--- src/rtl/vga_timing_pkg.sv ---
// Raster timing constants for 640x480@60 and a small range-decode helper.
package vga_timing_pkg;
  localparam int COORD_W  = 10;
  localparam int FCNT_W   = 8;

  localparam int H_ACTIVE = 640;
  localparam int H_FP     = 16;
  localparam int H_SYNC   = 96;
  localparam int H_BP     = 48;
  localparam int H_TOTAL  = H_ACTIVE + H_FP + H_SYNC + H_BP;

  localparam int V_ACTIVE = 480;
  localparam int V_FP     = 10;
  localparam int V_SYNC   = 2;
  localparam int V_BP     = 33;
  localparam int V_TOTAL  = V_ACTIVE + V_FP + V_SYNC + V_BP;

  // True when pos lies in the inclusive window [lo, hi].
  function automatic logic in_range(input int pos, input int lo, input int hi);
    return (pos >= lo) && (pos <= hi);
  endfunction
endpackage

--- src/rtl/vga_sync_gen_pixel_tick_gen.sv ---
// Clock divider producing one enable pulse per pixel period.
module pixel_tick_gen #(
  parameter int CLK_DIV = 2
) (
  input  logic clk,
  input  logic rst,
  input  logic en,
  output logic tick
);
  localparam int DIV_W = (CLK_DIV > 1) ? $clog2(CLK_DIV) : 1;
  localparam logic [DIV_W-1:0] LAST = DIV_W'(CLK_DIV - 1);

  logic [DIV_W-1:0] div_cnt_q, div_cnt_d;

  // Count 0..CLK_DIV-1 while enabled; hold otherwise.
  always_comb begin
    div_cnt_d = div_cnt_q;
    if (en) begin
      div_cnt_d = (div_cnt_q == LAST) ? '0 : div_cnt_q + DIV_W'(1);
    end
  end

  // Divider state register.
  always_ff @(posedge clk or posedge rst) begin
    if (rst) div_cnt_q <= '0;
    else     div_cnt_q <= div_cnt_d;
  end

  // With CLK_DIV=1 the counter stays at 0 and tick simply follows en.
  assign tick = en && (div_cnt_q == LAST);
endmodule

--- src/rtl/vga_sync_gen.sv ---
// VGA raster timing generator: pixel tick, h/v counters, registered sync/active
// decode, line/frame markers and a wrapping frame counter.
module vga_sync_gen
  import vga_timing_pkg::*;
#(
  parameter int   CLK_DIV  = 2,
  parameter int   H_ACT    = H_ACTIVE,
  parameter int   H_FPW    = H_FP,
  parameter int   H_SYNCW  = H_SYNC,
  parameter int   H_BPW    = H_BP,
  parameter int   V_ACT    = V_ACTIVE,
  parameter int   V_FPW    = V_FP,
  parameter int   V_SYNCW  = V_SYNC,
  parameter int   V_BPW    = V_BP,
  parameter logic SYNC_POL = 1'b0
) (
  input  logic               clk,
  input  logic               rst,
  input  logic               en,
  output logic               pix_tick,
  output logic [COORD_W-1:0] xcoor,
  output logic [COORD_W-1:0] ycoor,
  output logic               hsync,
  output logic               vsync,
  output logic               active,
  output logic               line_start,
  output logic               frame_start,
  output logic [FCNT_W-1:0]  frame_cnt
);
  localparam int HT      = H_ACT + H_FPW + H_SYNCW + H_BPW;
  localparam int VT      = V_ACT + V_FPW + V_SYNCW + V_BPW;
  localparam int HS_LO   = H_ACT + H_FPW;
  localparam int HS_HI   = H_ACT + H_FPW + H_SYNCW - 1;
  localparam int VS_LO   = V_ACT + V_FPW;
  localparam int VS_HI   = V_ACT + V_FPW + V_SYNCW - 1;

  logic tick;

  pixel_tick_gen #(.CLK_DIV(CLK_DIV)) u_tick (
    .clk  (clk),
    .rst  (rst),
    .en   (en),
    .tick (tick)
  );

  // h_cnt/v_cnt hold the position presented on the next tick.
  logic [COORD_W-1:0] h_cnt_q, h_cnt_d, v_cnt_q, v_cnt_d;
  logic [COORD_W-1:0] xcoor_q, xcoor_d, ycoor_q, ycoor_d;
  logic               hsync_q, hsync_d, vsync_q, vsync_d, active_q, active_d;
  logic               line_start_q, line_start_d, frame_start_q, frame_start_d;
  logic [FCNT_W-1:0]  frame_cnt_q, frame_cnt_d;

  // On each tick register the decode of (h_cnt,v_cnt) and advance the raster;
  // pulses fall back to 0 on every non-tick clock (including while disabled).
  always_comb begin
    h_cnt_d       = h_cnt_q;
    v_cnt_d       = v_cnt_q;
    xcoor_d       = xcoor_q;
    ycoor_d       = ycoor_q;
    hsync_d       = hsync_q;
    vsync_d       = vsync_q;
    active_d      = active_q;
    frame_cnt_d   = frame_cnt_q;
    line_start_d  = 1'b0;
    frame_start_d = 1'b0;
    if (tick) begin
      xcoor_d       = h_cnt_q;
      ycoor_d       = v_cnt_q;
      active_d      = (int'(h_cnt_q) < H_ACT) && (int'(v_cnt_q) < V_ACT);
      hsync_d       = in_range(int'(h_cnt_q), HS_LO, HS_HI) ? SYNC_POL : ~SYNC_POL;
      vsync_d       = in_range(int'(v_cnt_q), VS_LO, VS_HI) ? SYNC_POL : ~SYNC_POL;
      line_start_d  = (h_cnt_q == '0);
      frame_start_d = (h_cnt_q == '0) && (v_cnt_q == '0);
      if (frame_start_d) frame_cnt_d = frame_cnt_q + 8'd1;
      if (int'(h_cnt_q) == HT - 1) begin
        h_cnt_d = '0;
        v_cnt_d = (int'(v_cnt_q) == VT - 1) ? '0 : v_cnt_q + COORD_W'(1);
      end else begin
        h_cnt_d = h_cnt_q + COORD_W'(1);
      end
    end
  end

  // Raster and output registers; reset parks sync lines at their idle level.
  always_ff @(posedge clk or posedge rst) begin
    if (rst) begin
      h_cnt_q       <= '0;
      v_cnt_q       <= '0;
      xcoor_q       <= '0;
      ycoor_q       <= '0;
      hsync_q       <= ~SYNC_POL;
      vsync_q       <= ~SYNC_POL;
      active_q      <= 1'b0;
      line_start_q  <= 1'b0;
      frame_start_q <= 1'b0;
      frame_cnt_q   <= '0;
    end else begin
      h_cnt_q       <= h_cnt_d;
      v_cnt_q       <= v_cnt_d;
      xcoor_q       <= xcoor_d;
      ycoor_q       <= ycoor_d;
      hsync_q       <= hsync_d;
      vsync_q       <= vsync_d;
      active_q      <= active_d;
      line_start_q  <= line_start_d;
      frame_start_q <= frame_start_d;
      frame_cnt_q   <= frame_cnt_d;
    end
  end

  assign pix_tick    = tick;
  assign xcoor       = xcoor_q;
  assign ycoor       = ycoor_q;
  assign hsync       = hsync_q;
  assign vsync       = vsync_q;
  assign active      = active_q;
  assign line_start  = line_start_q;
  assign frame_start = frame_start_q;
  assign frame_cnt   = frame_cnt_q;
endmodule

--- config.mk ---
export PLATFORM = sky130hd
export DESIGN_NAME = vga_sync_gen
export DESIGN_NICKNAME = d
export VERILOG_FILES = /design/src/rtl/vga_timing_pkg.sv /design/src/rtl/vga_sync_gen_pixel_tick_gen.sv /design/src/rtl/vga_sync_gen.sv
export SDC_FILE = /design/constraint.sdc
export NUM_CORES = 1
export LEC_CHECK = 0
export CORE_MARGIN = 2
export CORE_UTILIZATION = 49
export DETAILED_ROUTE_END_ITERATION = 8
export HOLD_SLACK_MARGIN = 0.03
export PLACE_DENSITY = 0.79
export SETUP_SLACK_MARGIN = 0.05
export SLEW_MARGIN = 30
export SYNTH_ARGS = -nofsm -noshare
export SYNTH_HDL_FRONTEND = slang
export SYNTH_SLANG_ARGS = --single-unit
--- constraint.sdc ---
create_clock -name clk -period 1.8 [get_ports clk]
set_clock_uncertainty 0.2 [all_clocks]
set_input_delay 0.27 -clock clk [delete_from_list [all_inputs] [get_ports clk]]
set_output_delay 0.27 -clock clk [all_outputs]
set_load 0.02 [all_outputs]
### Yosys cells after proc, flatten, opt, wreduce, memory -nomap -nowiden

Cells that the tools add are included.

| word-level totals | value |
|---|---|
| flip-flop bits (word level) | 54 |
| input bits | 3 |
| output and inout port bits | 34 |
| logic and storage cells | 39 |

| operators by class | value |
|---|---|
| add/sub/neg operators | 4 |
| $lt $le $gt $ge | 6 |
| equality and inequality tests | 2 |
| mux-type cells | 7 |
| reduce and logical (&&, ||, !) cells | 9 |

Operators by type and width:

| operator | count |
|---|---|
| 10-bit by 1-bit adder with 10-bit output (second input constant) | 2 |
| 10-bit zero test | 2 |
| 10-bit two-way mux | 2 |
| 10-bit equality test (second input constant) | 1 |
| 10-bit by 9-bit equality test with 1-bit output (second input constant) | 1 |
| 10-bit greater-or-equal comparator (second input constant) | 1 |
| 10-bit by 9-bit greater-or-equal comparator with 1-bit output (second input constant) | 1 |
| 10-bit <= comparator (second input constant) | 1 |
| 10-bit by 9-bit <= comparator with 1-bit output (second input constant) | 1 |
| 10-bit < comparator (second input constant) | 1 |
| 10-bit by 9-bit < comparator with 1-bit output (second input constant) | 1 |
| 8-bit by 1-bit adder with 8-bit output (second input constant) | 1 |
| 1-bit logical AND | 5 |
| 1-bit two-way mux | 5 |
| 2-bit AND reduction | 2 |
| 1-bit adder (second input constant) | 1 |

### Longest topological paths before layout

| depth | value |
|---|---|
| word-level depth | 3 |
| mapped depth | 6 |
| depth with buffers taken out | 6 |

### Modules after synthesis

Synthesis repeated with hierarchy kept, for this count alone.

| second synthesis, totals | value |
|---|---|
| cell total of the unflattened synthesis | 212 |
| area, all modules | 2,546.2 um^2 |

Modules (own cells, without submodules):

| module | instances | cells each | area each (um^2) |
|---|---|---|---|
| vga_sync_gen | 1 | 208 | 2,501.1 |
| pixel_tick_gen | 1 | 4 | 45.0 |

### Worst setup path after synthesis

No wires, ideal clock.

| timing path | value |
|---|---|
| path kind | reg-to-reg |
| from | register v_cnt_q[0] |
| to | register frame_cnt_q[1], in the netlist frame_cnt[1] |
| arrival time | 1.648 ns |
| data required time | 1.472 ns |
| setup slack | -0.176 ns |
| stages on the path, launching flop included | 7 |
| path buffers | 0 |
| cell sequence | dfrtp_1 > inv_1 > ha_1 > nor2b_1 > nand3b_2 > nor3_2 > mux2_1 |

| between the ends | value |
|---|---|
| longest elaborated chain between the ends | 3 |

RTL lines:

| item | line | RTL |
|---|---|---|
| start, declared | vga_sync_gen.sv:47 | `logic [COORD_W-1:0] h_cnt_q, h_cnt_d, v_cnt_q, v_cnt_d;` |
| start signal, assigned | vga_sync_gen.sv:99 | `v_cnt_q <= v_cnt_d;` |
| 10-bit zero test | vga_sync_gen.sv:73 | `frame_start_d = (h_cnt_q == '0) && (v_cnt_q == '0);` |
| 1-bit logical AND | vga_sync_gen.sv:73 |  |
| 2-bit AND reduction (no line) | - |  |
| end signal, assigned | vga_sync_gen.sv:107 | `frame_cnt_q <= frame_cnt_d;` |
| end, declared | vga_sync_gen.sv:51 | `logic [FCNT_W-1:0] frame_cnt_q, frame_cnt_d;` |

Every way passes these cells.
A chain may end at the register's enable or synchronous reset.

### Worst setup path in the final report

| timing path | value |
|---|---|
| from | register u_tick.div_cnt_q |
| to | register frame_cnt_q[6], in the netlist frame_cnt[6] |

| between the ends | value |
|---|---|
| longest elaborated chain between the ends | 2 |

RTL lines:

| item | line | RTL |
|---|---|---|
| start, declared | vga_sync_gen_pixel_tick_gen.sv:13 | `logic [DIV_W-1:0] div_cnt_q, div_cnt_d;` |
| start signal, assigned | vga_sync_gen_pixel_tick_gen.sv:26 | `else div_cnt_q <= div_cnt_d;` |
| 1-bit logical AND | vga_sync_gen_pixel_tick_gen.sv:30 | `assign tick = en && (div_cnt_q == LAST);` |
| 2-bit AND reduction (no line) | - |  |

Every way passes these cells.

==> implementation parameters <==
Parameter                              Value

Global route
  Total track usage    0.249
  Largest net degree at the start of global routing    55
  Number of global-route vias before repair    2349
  Antenna violations before repair    0
  Overflow after GRT    0
  Wire length of the first global-routing pass    roughly 12 mm

Synth
  Cell taking the most area after synthesis    sky130_fd_sc_hd__dfrtp_1
  Number of nets produced by synthesis    272
  Number of distinct library cells after synthesis    40
  Post-synthesis share of cell area spent on xor and xnor gates    0.0646
  Share of synthesized cell area in full adder, half adder and majority cells    0.0243
  Largest cells by area after synthesis    sky130_fd_sc_hd__dfrtp_1, sky130_fd_sc_hd__nand2_1, sky130_fd_sc_hd__xnor2_1
  Count of state elements after synthesis    54
  Synthesized area divided by synthesized cell count    9.76 sq um
  Area fraction in and, or, nand and nor cells after synthesis    0.256
  Seq/Total Area, Yosys    0.525
  Largest family of logic cells by synthesized area    simple AND/OR/NAND/NOR gates
  Netlist area before placement    0.00258 sq mm
  Portion of netlist area occupied by mux cells    0.00437
  Fraction of the mapped netlist area in compound gates    0.0772
  Synthesized instance count    264
  Synthesis Warnings    0
  Share of the synthesized area in the top cell type    0.505

Critical path
  Category of the critical setup timing path    reg2reg
  Startpoint types    flop
  CP max-delay cell    sky130_fd_sc_hd__dfrtp_1
  Critical Path End Type    flop
  Arrival time at the worst endpoint    1.99 ns
  Critical path required time    roughly 1.9 ns
  Peak per-stage delay on the critical path    0.48 ns
  Peak fanout along the critical path    4
  Cell breakdown of the critical path    nand2_1 -> inv_1 -> buf_4 -> nand4_1 -> nor4_4 -> xor2_1

Drt
  DRC viols    0
  Per-cell via count in the routed design    5.55
  Vias    2303
  Average wire length per cell after detail routing    17.4 microns
  Final antenna-violating net count    0
  Number of design-rule violations left by the first detailed-router iteration    190
  First-pass detailed-route iteration total    4
  Aggregate routed wire length    7.21 mm

CTS
  CTS tree    done
  CTS Sinks    54
  Maximum root-to-sink buffer count    2
  Number of levels in the clock H-tree    2
  Clock root cell    sky130_fd_sc_hd__clkbuf_8
  Clock edge transition at the registers on the reported setup and hold paths    approximately 0.1 ns
  Inserted Clock Buffers    5
  Clock latency on the worst-skew pair    0.31 ns

Placed design
  Pre-CTS WS    -0.399 ns
  Port Buf Inserts    36
  Final RePlAce weighted congestion    0.892
  Total half-perimeter wirelength after legalization and detailed placement    4.21 mm

Floorplan
  Die span in y    76.5 microns
  Top-Level Pins    37
  Cell row count    26
  Full die area    0.00585 sq mm
  Initial core utilization    0.508
  Placeable core region    a little over 0.005 sq mm
  Horizontal extent of the die    76.5 microns

STA
  Setup ws final    -0.145 ns
  Measured slew at the worst slew-check pin    0.353 ns
  RSZ-0062 raised after global routing    yes
  Final count of hold timing violations    0
  Post-route fraction of the period consumed by the critical path    1.08
  Max Clock Freq    514 MHz
  Relative slew slack    0.764
  Final min period    around 2 ns
  Max-slew violation count    0
  Endpoints failing setup    21

Outcome
  Failing checks    negative setup slack
  Outcome    finished, violations left

Finish
  Final design utilization    0.746
  Diodes inserted    0
  Post-synthesis to final-layout area growth    46.9%
  Fill count    337
  Final net count    352
  Fraction of layout cells with a size suffix above 1    0.313

Power
  Power Density    936 mW/mm^2
  Max rail drop VDD    453 uV
  Leakage power    ~2.1 nW

Flow run
  Max-cap violations    0

Hold path
  Worst hold path type    in2async
-- layout make-up --
type / count / area, sq um / area share
clock buffer: 7 / 86.3 / 0.0228
clock inverter: 1 / 5.00 / 0.00132
inverter: 10 / 41.3 / 0.0109
multi-input combinational: 183 / 1360 / 0.360
sequential: 54 / 1360 / 0.358
tap: 70 / 87.6 / 0.0231
timing repair buffer: 90 / 847 / 0.224
-- cell usage in the layout (no fill, tap or decap), types with 3 or more instances in the layout --
master	Yosys	layout
sky130_fd_sc_hd__o21ai_2	0	3
sky130_fd_sc_hd__nand3_1	11	10
sky130_fd_sc_hd__o21ai_0	15	12
sky130_fd_sc_hd__dlygate4sd2_1	0	21
sky130_fd_sc_hd__xnor2_1	10	10
sky130_fd_sc_hd__buf_12	0	4
sky130_fd_sc_hd__nand4_1	11	11
sky130_fd_sc_hd__nor3_2	2	3
sky130_fd_sc_hd__buf_4	0	43
sky130_fd_sc_hd__ha_1	5	3
sky130_fd_sc_hd__nor3_1	8	3
sky130_fd_sc_hd__and3_1	4	4
sky130_fd_sc_hd__xor2_1	9	8
sky130_fd_sc_hd__inv_1	10	7
sky130_fd_sc_hd__nor3_4	0	4
sky130_fd_sc_hd__nand2_1	66	64
sky130_fd_sc_hd__clkbuf_8	0	6
sky130_fd_sc_hd__buf_6	2	7
sky130_fd_sc_hd__nor4_4	2	6
sky130_fd_sc_hd__dlymetal6s2s_1	0	12
sky130_fd_sc_hd__o31ai_2	1	3
sky130_fd_sc_hd__dfrtp_1	52	51
sky130_fd_sc_hd__nor2_1	6	3
-- cells in the mapped netlist, drive strengths merged --
master / count
o41ai: 1
xnor2: 10
mux2: 1
nand4b: 2
o31ai: 6
xor2: 9
nor3: 10
nand3: 11
ha: 5
nand4: 11
and3: 4
o21ai: 17
o2bb2a: 1
buf: 6
a32oi: 1
a21boi: 1
o21bai: 1
a21oi: 1
dfrtp: 52
and2: 1
dfstp: 2
nor4bb: 1
nor4b: 1
nor2b: 2
or3: 3
inv: 10
a41oi: 1
nand2: 67
clkbuf: 11
nor4: 8
nor2: 6
nand3b: 1
-- metrics by stage --
stage	instance area, sq um	power (W)	TNS, ns	instances	hold slack, ns
after global routing	3780	0.00372	-3.74	415	0.205
after detailed placement	3330	0.00257	-7.49	394	0.257
after global placement	3330	0.00254	-6.94	394	0.250
final	3780	0.00354	-1.24	415	0.178
after floorplan	2650	0.00210	-0.227	264	0.137
after CTS	3630	0.00338	-0.408	412	0.166
-- routing by layer --
layer / up-vias / track usage / routed length [microns] / share of wire
li1: 1057 / - / - / -
met1: 1142 / 0.303 / 2900 / 0.40
met2: 79 / 0.427 / 3760 / 0.52
met3: 25 / 0.0509 / 285 / 0.040
met4: 0 / 0.109 / 259 / 0.036
met5: - / 0 / 0 / 0
-- report_power, final --
part           leakage (nW)  internal (W)  switching (W)
combinational          1.30      0.000588       0.000700
sequential            0.722       0.00139       0.000154
clock                0.0482      0.000312       0.000396
-- sequential cells by signal, summed over array words and instances, names as in the netlist, 8 cells and up --
register and count:
h_cnt_q 10, frame_cnt 8, v_cnt_q 10, xcoor 10, ycoor 10
-- logic make-up after synthesis --
kind of cell               after synthesis
AOI/OAI and AO/OA                       30
xor gates and xnor gates                19
adders and majority gates                5
buffers and inverters                   27
DFF                                     54
muxes                                    1
and+or+nand+nor                        128
-- repair_timing --
item / 4_1_cts / 5_1_grt
hold buffers: 0 / 0
setup endpoints to repair: 41 / 40
setup buffers: 10 / 3
pin swaps: 18 / 10
gates resized for setup: 50 / 37
-- critical path: cells and delay by family (launching register included) --
kind / cells / cell delay [ns]
xor gates and xnor gates: 1 / 0.16
buffers and inverters: 2 / 0.31
DFF: 1 / 0.48
and+or+nand+nor: 3 / 0.71
-- final timing paths --
path	startpoint	end	slack, ns	cells after the start
worst min register to register	frame_cnt[7]$_DFFE_PP0P_	frame_cnt[7]$_DFFE_PP0P_	0.27	1
max in group asynchronous	rst	hsync$_DFFE_PP1P_	0.93	3
min in group clk	en	u_tick.div_cnt_q$_DFFE_PP0P_	0.21	2
worst max-delay path	u_tick.div_cnt_q$_DFFE_PP0P_	frame_cnt[6]$_DFFE_PP0P_	-0.15	6
worst min-delay path	rst	frame_cnt[3]$_DFFE_PP0P_	0.18	3
worst max register to register	u_tick.div_cnt_q$_DFFE_PP0P_	frame_cnt[6]$_DFFE_PP0P_	-0.15	6
Power figures use the tool's default switching activity.
